$ cat config.mk
export PLATFORM = sky130hd
export DESIGN_NAME = uc_multiciclo_flat
export DESIGN_NICKNAME = d
export VERILOG_FILES = /design/src/rtl/uc_multiciclo_if.sv /design/src/rtl/uc_multiciclo.sv /design/src/flat_wrapper.sv
export SDC_FILE = /design/constraint.sdc
export NUM_CORES = 1
export LEC_CHECK = 0
export CELL_PAD_IN_SITES_DETAIL_PLACEMENT = 0
export CELL_PAD_IN_SITES_GLOBAL_PLACEMENT = 1
export CORE_MARGIN = 4
export CORE_UTILIZATION = 35
export DETAILED_ROUTE_END_ITERATION = 10
export GPL_ROUTABILITY_DRIVEN = 0
export HOLD_SLACK_MARGIN = 0.03
export PLACE_DENSITY_LB_ADDON = 0.15
export SYNTH_ARGS = -nofsm -noshare
export SYNTH_HDL_FRONTEND = slang
export SYNTH_SLANG_ARGS = --single-unit
$ cat constraint.sdc
create_clock -name clk -period 4.4 [get_ports clk]
set_clock_uncertainty 0.05 [all_clocks]
set_input_delay 0.44 -clock clk [delete_from_list [all_inputs] [get_ports clk]]
set_output_delay 0.44 -clock clk [all_outputs]
set_load 0.02 [all_outputs]
$ cat src/rtl/uc_multiciclo_if.sv
`default_nettype none
// ============================================================================
// Module   : uc_multiciclo_if
// Brief    : Control-unit <-> datapath/imem signal bundle.
// Revision : 1.0
// ============================================================================
interface uc_multiciclo_if #(
  parameter int OPW     = 6,
  parameter int ALU_OPW = 3
);
  logic               imem_ready;
  logic [OPW-1:0]     opcode;
  logic               z;
  logic [ALU_OPW-1:0] op;
  logic               ir_we;
  logic               pc_we;
  logic               s_inc;
  logic               s_ret;
  logic               s_inm;
  logic               we3;
  logic               flag_we;
  logic               push;
  logic               pop;
  logic               halted;
  logic               stack_err;

  modport master (
    input  imem_ready, opcode, z,
    output op, ir_we, pc_we, s_inc, s_ret, s_inm, we3, flag_we,
           push, pop, halted, stack_err
  );

  modport slave (
    output imem_ready, opcode, z,
    input  op, ir_we, pc_we, s_inc, s_ret, s_inm, we3, flag_we,
           push, pop, halted, stack_err
  );
endinterface
`default_nettype wire

$ cat src/rtl/uc_multiciclo.sv
`default_nettype none
// ============================================================================
// Module   : uc_multiciclo
// Brief    : Multicycle FETCH/DECODE/EXEC control unit with return-stack depth.
// Revision : 1.0
// ============================================================================
module uc_multiciclo #(
  parameter int OPW         = 6,
  parameter int ALU_OPW     = 3,
  parameter int STACK_DEPTH = 8
) (
  input  wire logic         clk,
  input  wire logic         reset,
  uc_multiciclo_if.master   bus
);
  localparam int DW = $clog2(STACK_DEPTH + 1);
  localparam logic [DW-1:0] c_DEPTH_MAX = DW'(STACK_DEPTH);

  localparam logic [3:0] c_LOADI = 4'b1000;
  localparam logic [3:0] c_JMP   = 4'b1001;
  localparam logic [3:0] c_JZ    = 4'b1010;
  localparam logic [3:0] c_JNZ   = 4'b1011;
  localparam logic [3:0] c_CALL  = 4'b1100;
  localparam logic [3:0] c_RET   = 4'b1101;
  localparam logic [3:0] c_NOP   = 4'b1110;
  localparam logic [3:0] c_HALT  = 4'b1111;

  typedef enum logic [2:0] {
    ST_FETCH  = 3'd0,
    ST_DECODE = 3'd1,
    ST_EXEC   = 3'd2,
    ST_HALT   = 3'd3,
    ST_ERROR  = 3'd4
  } state_t;

  state_t          r_state;
  state_t          w_state_next;
  logic [OPW-1:0]  r_ir;
  logic [DW-1:0]   r_depth;
  logic [3:0]      w_cls;

  assign w_cls  = r_ir[3:0];
  assign bus.op = r_ir[ALU_OPW-1:0];

  // Upper opcode bits are carried in ir but never decoded.
  generate
    if (OPW > 4) begin : g_ir_hi
      logic w_unused_ir_hi;
      assign w_unused_ir_hi = ^r_ir[OPW-1:4];
    end
  endgenerate

  always_ff @(posedge clk) begin
    if (reset) begin
      r_state <= ST_FETCH;
      r_ir    <= '0;
      r_depth <= '0;
    end else begin
      r_state <= w_state_next;
      if (bus.ir_we) begin
        r_ir <= bus.opcode;
      end
      // Bounds were already checked in DECODE, so these never wrap.
      if (bus.push) begin
        r_depth <= r_depth + DW'(1);
      end else if (bus.pop) begin
        r_depth <= r_depth - DW'(1);
      end
    end
  end

  always_comb begin
    w_state_next  = r_state;
    bus.ir_we     = 1'b0;
    bus.pc_we     = 1'b0;
    bus.s_inc     = 1'b1;
    bus.s_ret     = 1'b0;
    bus.s_inm     = 1'b0;
    bus.we3       = 1'b0;
    bus.flag_we   = 1'b0;
    bus.push      = 1'b0;
    bus.pop       = 1'b0;
    bus.halted    = 1'b0;
    bus.stack_err = 1'b0;

    case (r_state)
      ST_FETCH: begin
        bus.ir_we = bus.imem_ready;
        if (bus.imem_ready) begin
          w_state_next = ST_DECODE;
        end
      end
      ST_DECODE: begin
        if (w_cls == c_HALT) begin
          w_state_next = ST_HALT;
        end else if ((w_cls == c_CALL) && (r_depth == c_DEPTH_MAX)) begin
          w_state_next = ST_ERROR;
        end else if ((w_cls == c_RET) && (r_depth == '0)) begin
          w_state_next = ST_ERROR;
        end else begin
          w_state_next = ST_EXEC;
        end
      end
      ST_EXEC: begin
        w_state_next = ST_FETCH;
        if (!w_cls[3]) begin
          bus.we3     = 1'b1;
          bus.flag_we = 1'b1;
          bus.pc_we   = 1'b1;
        end else begin
          case (w_cls)
            c_LOADI: begin
              bus.we3   = 1'b1;
              bus.s_inm = 1'b1;
              bus.pc_we = 1'b1;
            end
            c_JMP: begin
              bus.pc_we = 1'b1;
              bus.s_inc = 1'b0;
            end
            c_JZ: begin
              bus.pc_we = 1'b1;
              bus.s_inc = ~bus.z;
            end
            c_JNZ: begin
              bus.pc_we = 1'b1;
              bus.s_inc = bus.z;
            end
            c_CALL: begin
              bus.push  = 1'b1;
              bus.pc_we = 1'b1;
              bus.s_inc = 1'b0;
            end
            c_RET: begin
              bus.pop   = 1'b1;
              bus.pc_we = 1'b1;
              bus.s_ret = 1'b1;
            end
            c_NOP: begin
              bus.pc_we = 1'b1;
            end
            default: begin
            end
          endcase
        end
      end
      ST_HALT: begin
        bus.halted = 1'b1;
      end
      ST_ERROR: begin
        bus.halted    = 1'b1;
        bus.stack_err = 1'b1;
      end
      default: begin
        w_state_next = ST_FETCH;
      end
    endcase
  end
endmodule
`default_nettype wire

$ cat src/flat_wrapper.sv
// flat-port wrapper written by rule: the top's interface ports become plain ports
module uc_multiciclo_flat 
#(
  parameter int OPW         = 6,
  parameter int ALU_OPW     = 3,
  parameter int STACK_DEPTH = 8
)
  (clk, reset, bus_imem_ready, bus_opcode, bus_z, bus_op, bus_ir_we, bus_pc_we, bus_s_inc, bus_s_ret, bus_s_inm, bus_we3, bus_flag_we, bus_push, bus_pop, bus_halted, bus_stack_err);
  uc_multiciclo_if #(.OPW(OPW), .ALU_OPW(ALU_OPW)) bus_i ();
  input  wire logic clk;
  input  wire logic reset;
  input wire logic [$bits(bus_i.imem_ready)-1:0] bus_imem_ready;
  input wire logic [$bits(bus_i.opcode)-1:0] bus_opcode;
  input wire logic [$bits(bus_i.z)-1:0] bus_z;
  output wire logic [$bits(bus_i.op)-1:0] bus_op;
  output wire logic [$bits(bus_i.ir_we)-1:0] bus_ir_we;
  output wire logic [$bits(bus_i.pc_we)-1:0] bus_pc_we;
  output wire logic [$bits(bus_i.s_inc)-1:0] bus_s_inc;
  output wire logic [$bits(bus_i.s_ret)-1:0] bus_s_ret;
  output wire logic [$bits(bus_i.s_inm)-1:0] bus_s_inm;
  output wire logic [$bits(bus_i.we3)-1:0] bus_we3;
  output wire logic [$bits(bus_i.flag_we)-1:0] bus_flag_we;
  output wire logic [$bits(bus_i.push)-1:0] bus_push;
  output wire logic [$bits(bus_i.pop)-1:0] bus_pop;
  output wire logic [$bits(bus_i.halted)-1:0] bus_halted;
  output wire logic [$bits(bus_i.stack_err)-1:0] bus_stack_err;
  assign bus_i.imem_ready = bus_imem_ready;
  assign bus_i.opcode = bus_opcode;
  assign bus_i.z = bus_z;
  assign bus_op = bus_i.op;
  assign bus_ir_we = bus_i.ir_we;
  assign bus_pc_we = bus_i.pc_we;
  assign bus_s_inc = bus_i.s_inc;
  assign bus_s_ret = bus_i.s_ret;
  assign bus_s_inm = bus_i.s_inm;
  assign bus_we3 = bus_i.we3;
  assign bus_flag_we = bus_i.flag_we;
  assign bus_push = bus_i.push;
  assign bus_pop = bus_i.pop;
  assign bus_halted = bus_i.halted;
  assign bus_stack_err = bus_i.stack_err;
  uc_multiciclo #(.OPW(OPW), .ALU_OPW(ALU_OPW), .STACK_DEPTH(STACK_DEPTH)) u_core (.clk(clk), .reset(reset), .bus(bus_i));
endmodule
[Word level (Yosys, flattened, before mapping)]
Index checks and enable logic that the tools add are counted.
Operators by class
  add/sub/neg operators: 2
  multipliers: 0
  divide/modulo/power cells: 0
  magnitude comparators: 0
  equality and inequality tests: 14
  shift operators: 0
  mux-type cells: 29
  bitwise gates (word level): 2
  reduce and logical (&&, ||, !) cells: 9
Operator list (number)
  == test 4 bit, second input constant: 9
  two-way mux 1 bit: 21
  two-way mux 3 bit: 4
  one-hot mux 3 bit (3 select lines): 1
  two-way mux 4 bit: 2
  OR reduction 7 bit: 1
  == test 3 x 2 -> 1 bit, second input constant: 2
  adder 4 x 1 -> 4 bit, second input constant: 1
  logical NOT 4 bit: 1
  OR reduction 2 bit: 2
  subtractor 4 x 1 -> 4 bit, second input constant: 1
  == test 3 x 1 -> 1 bit, second input constant: 1
  == test 3 bit, second input constant: 1
  logical NOT 3 bit: 1
  one-hot mux 1 bit (3 select lines): 1
  logical AND 1 bit: 2
  != test 2 bit, second input constant: 1
  NOT 1 bit: 2
  AND reduction 2 bit: 1
  nonzero test 2 bit: 1
Storage, ports and cells
  register bits: 11
  latch bits: 0
  memory bits (writable): 0
  ROM bits: 0
  input port bits: 10
  output and inout port bits: 14
  word-level logic and storage cells: 59
  memories kept: 0

[Depth between registers and ports, before layout]
  word-level depth: 6
  depth in mapped cells: 10
  depth with buffers taken out: 8

[Worst setup path before layout]
No wires, ideal clock.
  kind: register to register
  from: register u_core.r_state[1]
  to: register u_core.r_depth[3]
  library setup time: 0.116 ns
  arrival time: 2.184 ns
  required time: 4.234 ns
  path slack: 2.050 ns
  cell stages (with the launch flop): 11
  buffers on the path: 2
  clock period less this slack: 2.350 ns
  cell sequence: dfxtp_1 buf_6 or3b_1 buf_6 nor2_8 nand2_1 ha_1 a211oi_1 o311a_1 a21oi_1 a31o_1
Between the ends
  word-level cells in the longest chain between the ends: 3
  elaborated cells between the ends (all ways): 5
  classes of those cells: eq/ne (1); mux (3); reduce/logical (1)
Ends and longest elaborated chain
  from (decl): line uc_multiciclo.sv:36  | state_t r_state;
  from (signal assigned): line uc_multiciclo.sv:59  | r_state <= w_state_next;
  == test 3 x 2 -> 1 bit (*): line uc_multiciclo.sv:86  | case (r_state)
  two-way mux 1 bit: line uc_multiciclo.sv:86
  two-way mux 4 bit / nonzero test 2 bit (equally long branches)
  to (signal assigned): line uc_multiciclo.sv:65  | r_depth <= r_depth + DW'(1);
  to (signal assigned): line uc_multiciclo.sv:67  | r_depth <= r_depth - DW'(1);
  to (decl): line uc_multiciclo.sv:39  | logic [DW-1:0] r_depth;
Every way passes the cells marked *; elsewhere a longest branch is shown, timed or not.
A chain may end at the register's enable or synchronous reset.

[Worst setup path after layout]
  from: register u_core.r_state[1]
  to: output bus_push
Between the ends
  word-level cells in the longest chain between the ends: 2
Ends and longest elaborated chain
  == test 3 x 2 -> 1 bit: line uc_multiciclo.sv:86
  two-way mux 1 bit: line uc_multiciclo.sv:86
  to (decl): line flat_wrapper.sv:23  | output wire logic [$bits(bus_i.push)-1:0] bus_push;
No other way between the ends.

==> qor.txt <==
status: finished clean
Synth Register Bits: 11
max_slew headroom: 65.8%
Max-Cap Viols: 0
vias in the first global route: 577
IO buf count: 21
Cells after Synth: 84
root buf cell: clkbuf_4
sw power: 61.2 uW
Max FO, Critical Path: 8
Total Nets Final: 115
CP required: 3910 ps
Synth Net Count: 97
design area: 943 sq um
Clock power frac: 31.2%
crit end category: output pin
Post-Route Setup TNS: 0 ps
grt ovf: 0
drt first-iter violations: 6
Slew @ Worst Pin: 512 ps
worst hold-check path type: reg2reg
post-synthesis cell type count: 33
ant diodes: 0
DP Area: 917 sq um
prevailing post-synth register cell: dfxtp_1
WP data arrival: 2320 ps
initial antenna violation count: 0
Final ANT Viol Nets: 0
Avg WL per Cell: 11.7 um
DIE HEIGHT: 53.8 um
via count: 610
share of cells above drive strength 1: 7.92%
DRC errors left: 0
Max Clock Freq: 356 MHz
die footprint: 0.00289 sq mm
placed wire-length estimate: 1.14 mm
top cell type's share of synthesized area: 30.0%
largest net degree at the start of global routing: 13
area of the core: 0.00198 sq mm
CTS tree: yes
PD cells: 235 mW/mm^2
H-tree depth: 1
Die X-Extent: 53.8 um
final worst path period need: 2810 ps
clk_lat worst skew: 270 ps
clk slew on worst S/H paths: 70 ps
Total Routing Usage GR: 12.5%
effective utilization at floorplan: 37.0%
sw frac: 27.6%
Avg Inst Size Synth: 8.73 sq um
FP Rows: 16
critical path class: reg2out
Tcrit/Tclk final: 63.9%
mapped cell area: 733 sq um
maximum vdd drop: 168 uV
Design Power: 221 uW
Area Growth Syn to Fin: 28.7%
final hold violation count: 0
Routed WL: 1.50 mm
first-pass GRT wire length: 2.61 mm
LEAKAGE: 0.381 nW
Ys Warns: 0
num ports: 24
Internal: 160 uW
Startpoint Class: register
Setup Buffers After CTS: 0
Final setup viols: 0
CTS sink cnt: 11
Post-synth EDFFs: 0
Synth area leaders: dfxtp_1, nor2_1, xnor2_1
Num CTS Buffers: 3
Seq/Total Area, Yosys: 30.0%
CTS max path bufs: 2
FFs w/ async S/R, synth: 0%
DR pass1 iterations: 4
leading area contributor after synthesis: dfxtp_1
vias per cell: 4.77
Comb pwr share: 18.6%
RSZ-0062 raised after global routing: no
Flop pwr share: 50.2%
CTS Hold Bufs: 0
PostCTS Resize Cnt: 0
Final Slew Violations: 0
## cell usage in the layout, fill, tap and decap left out
master           synthesis  routed
nor3b_1                  2       2
a211oi_1                 1       1
dfxtp_1                 11      11
a31o_1                   1       1
nand2_1                  6       6
nor2_1                  12      12
or3b_1                   1       1
a41oi_1                  1       1
nor2b_1                  3       3
nor2_8                   1       1
a41o_1                   1       1
o21bai_1                 1       1
fa_1                     1       1
and3b_1                  1       1
ha_1                     2       2
xnor2_1                  4       4
nand3b_2                 1       1
nor2_2                   1       1
o21ai_0                  3       3
nor4b_4                  1       1
clkbuf_1                 2       1
clkdlybuf4s50_1          0      21
a211oi_2                 1       1
a21oi_1                  6       6
inv_1                    2       2
nor4_1                   1       1
nand3_1                  1       1
o311a_1                  1       1
nand2b_1                 1       1
clkbuf_4                 0       3
or3_1                    2       2
nor3_1                   3       3
mux2i_1                  3       3
## worst paths after layout
| kind | start | slack (ps) | cells after the start | to |
|---|---|---|---|---|
| hold / removal | u_core.r_depth[1] | 480 | 2 | u_core.r_depth[1] |
| setup / recovery | u_core.r_state[1] | 1590 | 5 | bus_push |
| hold reg to reg | u_core.r_depth[1] | 480 | 2 | u_core.r_depth[1] |
| setup reg to reg | u_core.r_state[1] | 1790 | 8 | u_core.r_depth[3] |
## logic make-up (layout without fill, tap and decap cells)
group / count (synthesis) / count (layout) / share of synthesized area (%)
AO/OA/AOI/OAI: 16 / 16 / 15.0
AND/OR/NAND/NOR: 37 / 37 / 30.7
flip-flops: 11 / 11 / 30.0
XOR/XNOR: 4 / 4 / 4.78
buffers and inverters: 10 / 27 / 9.22
adder cells (fa/ha/maj): 3 / 3 / 6.14
multiplexers: 3 / 3 / 4.10
## layer usage
| layer | part of all wire, % | GRT usage, % |
|---|---|---|
| met5 | 0 | 0 |
| met4 | 1.3 | 7.66 |
| met3 | 6.3 | 2.49 |
| met2 | 40 | 18.5 |
| met1 | 53 | 16.6 |
## power by group through the flow
stage                     Sequential [mW]  Combinational (mW)  Clock, mW
after floorplan                     0.109              0.0308          0
after global placement              0.114              0.0412          0
after detailed placement            0.113              0.0414          0
after CTS                           0.111              0.0415     0.0742
after global routing                0.113              0.0449     0.0795
final                               0.111              0.0411     0.0691
## worst max-delay path: stages, from the launching register on
cell             delay (ps)
dfxtp_1                 490
or3b_1                  540
nor2_8                  200
nand2_1                 150
inv_1                    80
clkdlybuf4s50_1         590
## final cells by class
| type | instances | area [sq um] |
|---|---|---|
| Clock buffer | 4 | 26.3 |
| Fill cell | 198 | 1040 |
| Inverter | 2 | 7.51 |
| Multi-Input combinational cell | 63 | 445 |
| Sequential cell | 11 | 220 |
| Tap cell | 27 | 33.8 |
| Timing Repair Buffer | 21 | 210 |
## per-stage QoR
step | cells | util [%] | hold WS [ps] | setup WS (ps)
detailed placement | 124 | 46.3 | 470 | 1770
CTS | 128 | 47.6 | 482 | 1550
finish | 128 | 47.6 | 483 | 1590
global placement | 124 | 46.3 | 464 | 1790
floorplan | 84 | - | 442 | 2050
global route | 128 | 47.6 | 530 | 1440
## synth_stat cells (2+ instances only)
master,number
nor3b_1,2
or3_1,2
nor3_1,3
nor2_1,12
inv_1,2
a21oi_1,6
nand2_1,6
nor2b_1,3
buf_4,4
xnor2_1,4
mux2i_1,3
dfxtp_1,11
clkbuf_1,2
o21ai_0,3
buf_6,2
ha_1,2
## registers in the layout (all words and copies together), names as in the netlist
signal          flops
u_core.r_depth      4
u_core.r_ir         4
u_core.r_state      3
Note: power is estimated with default switching activity, not from simulation.
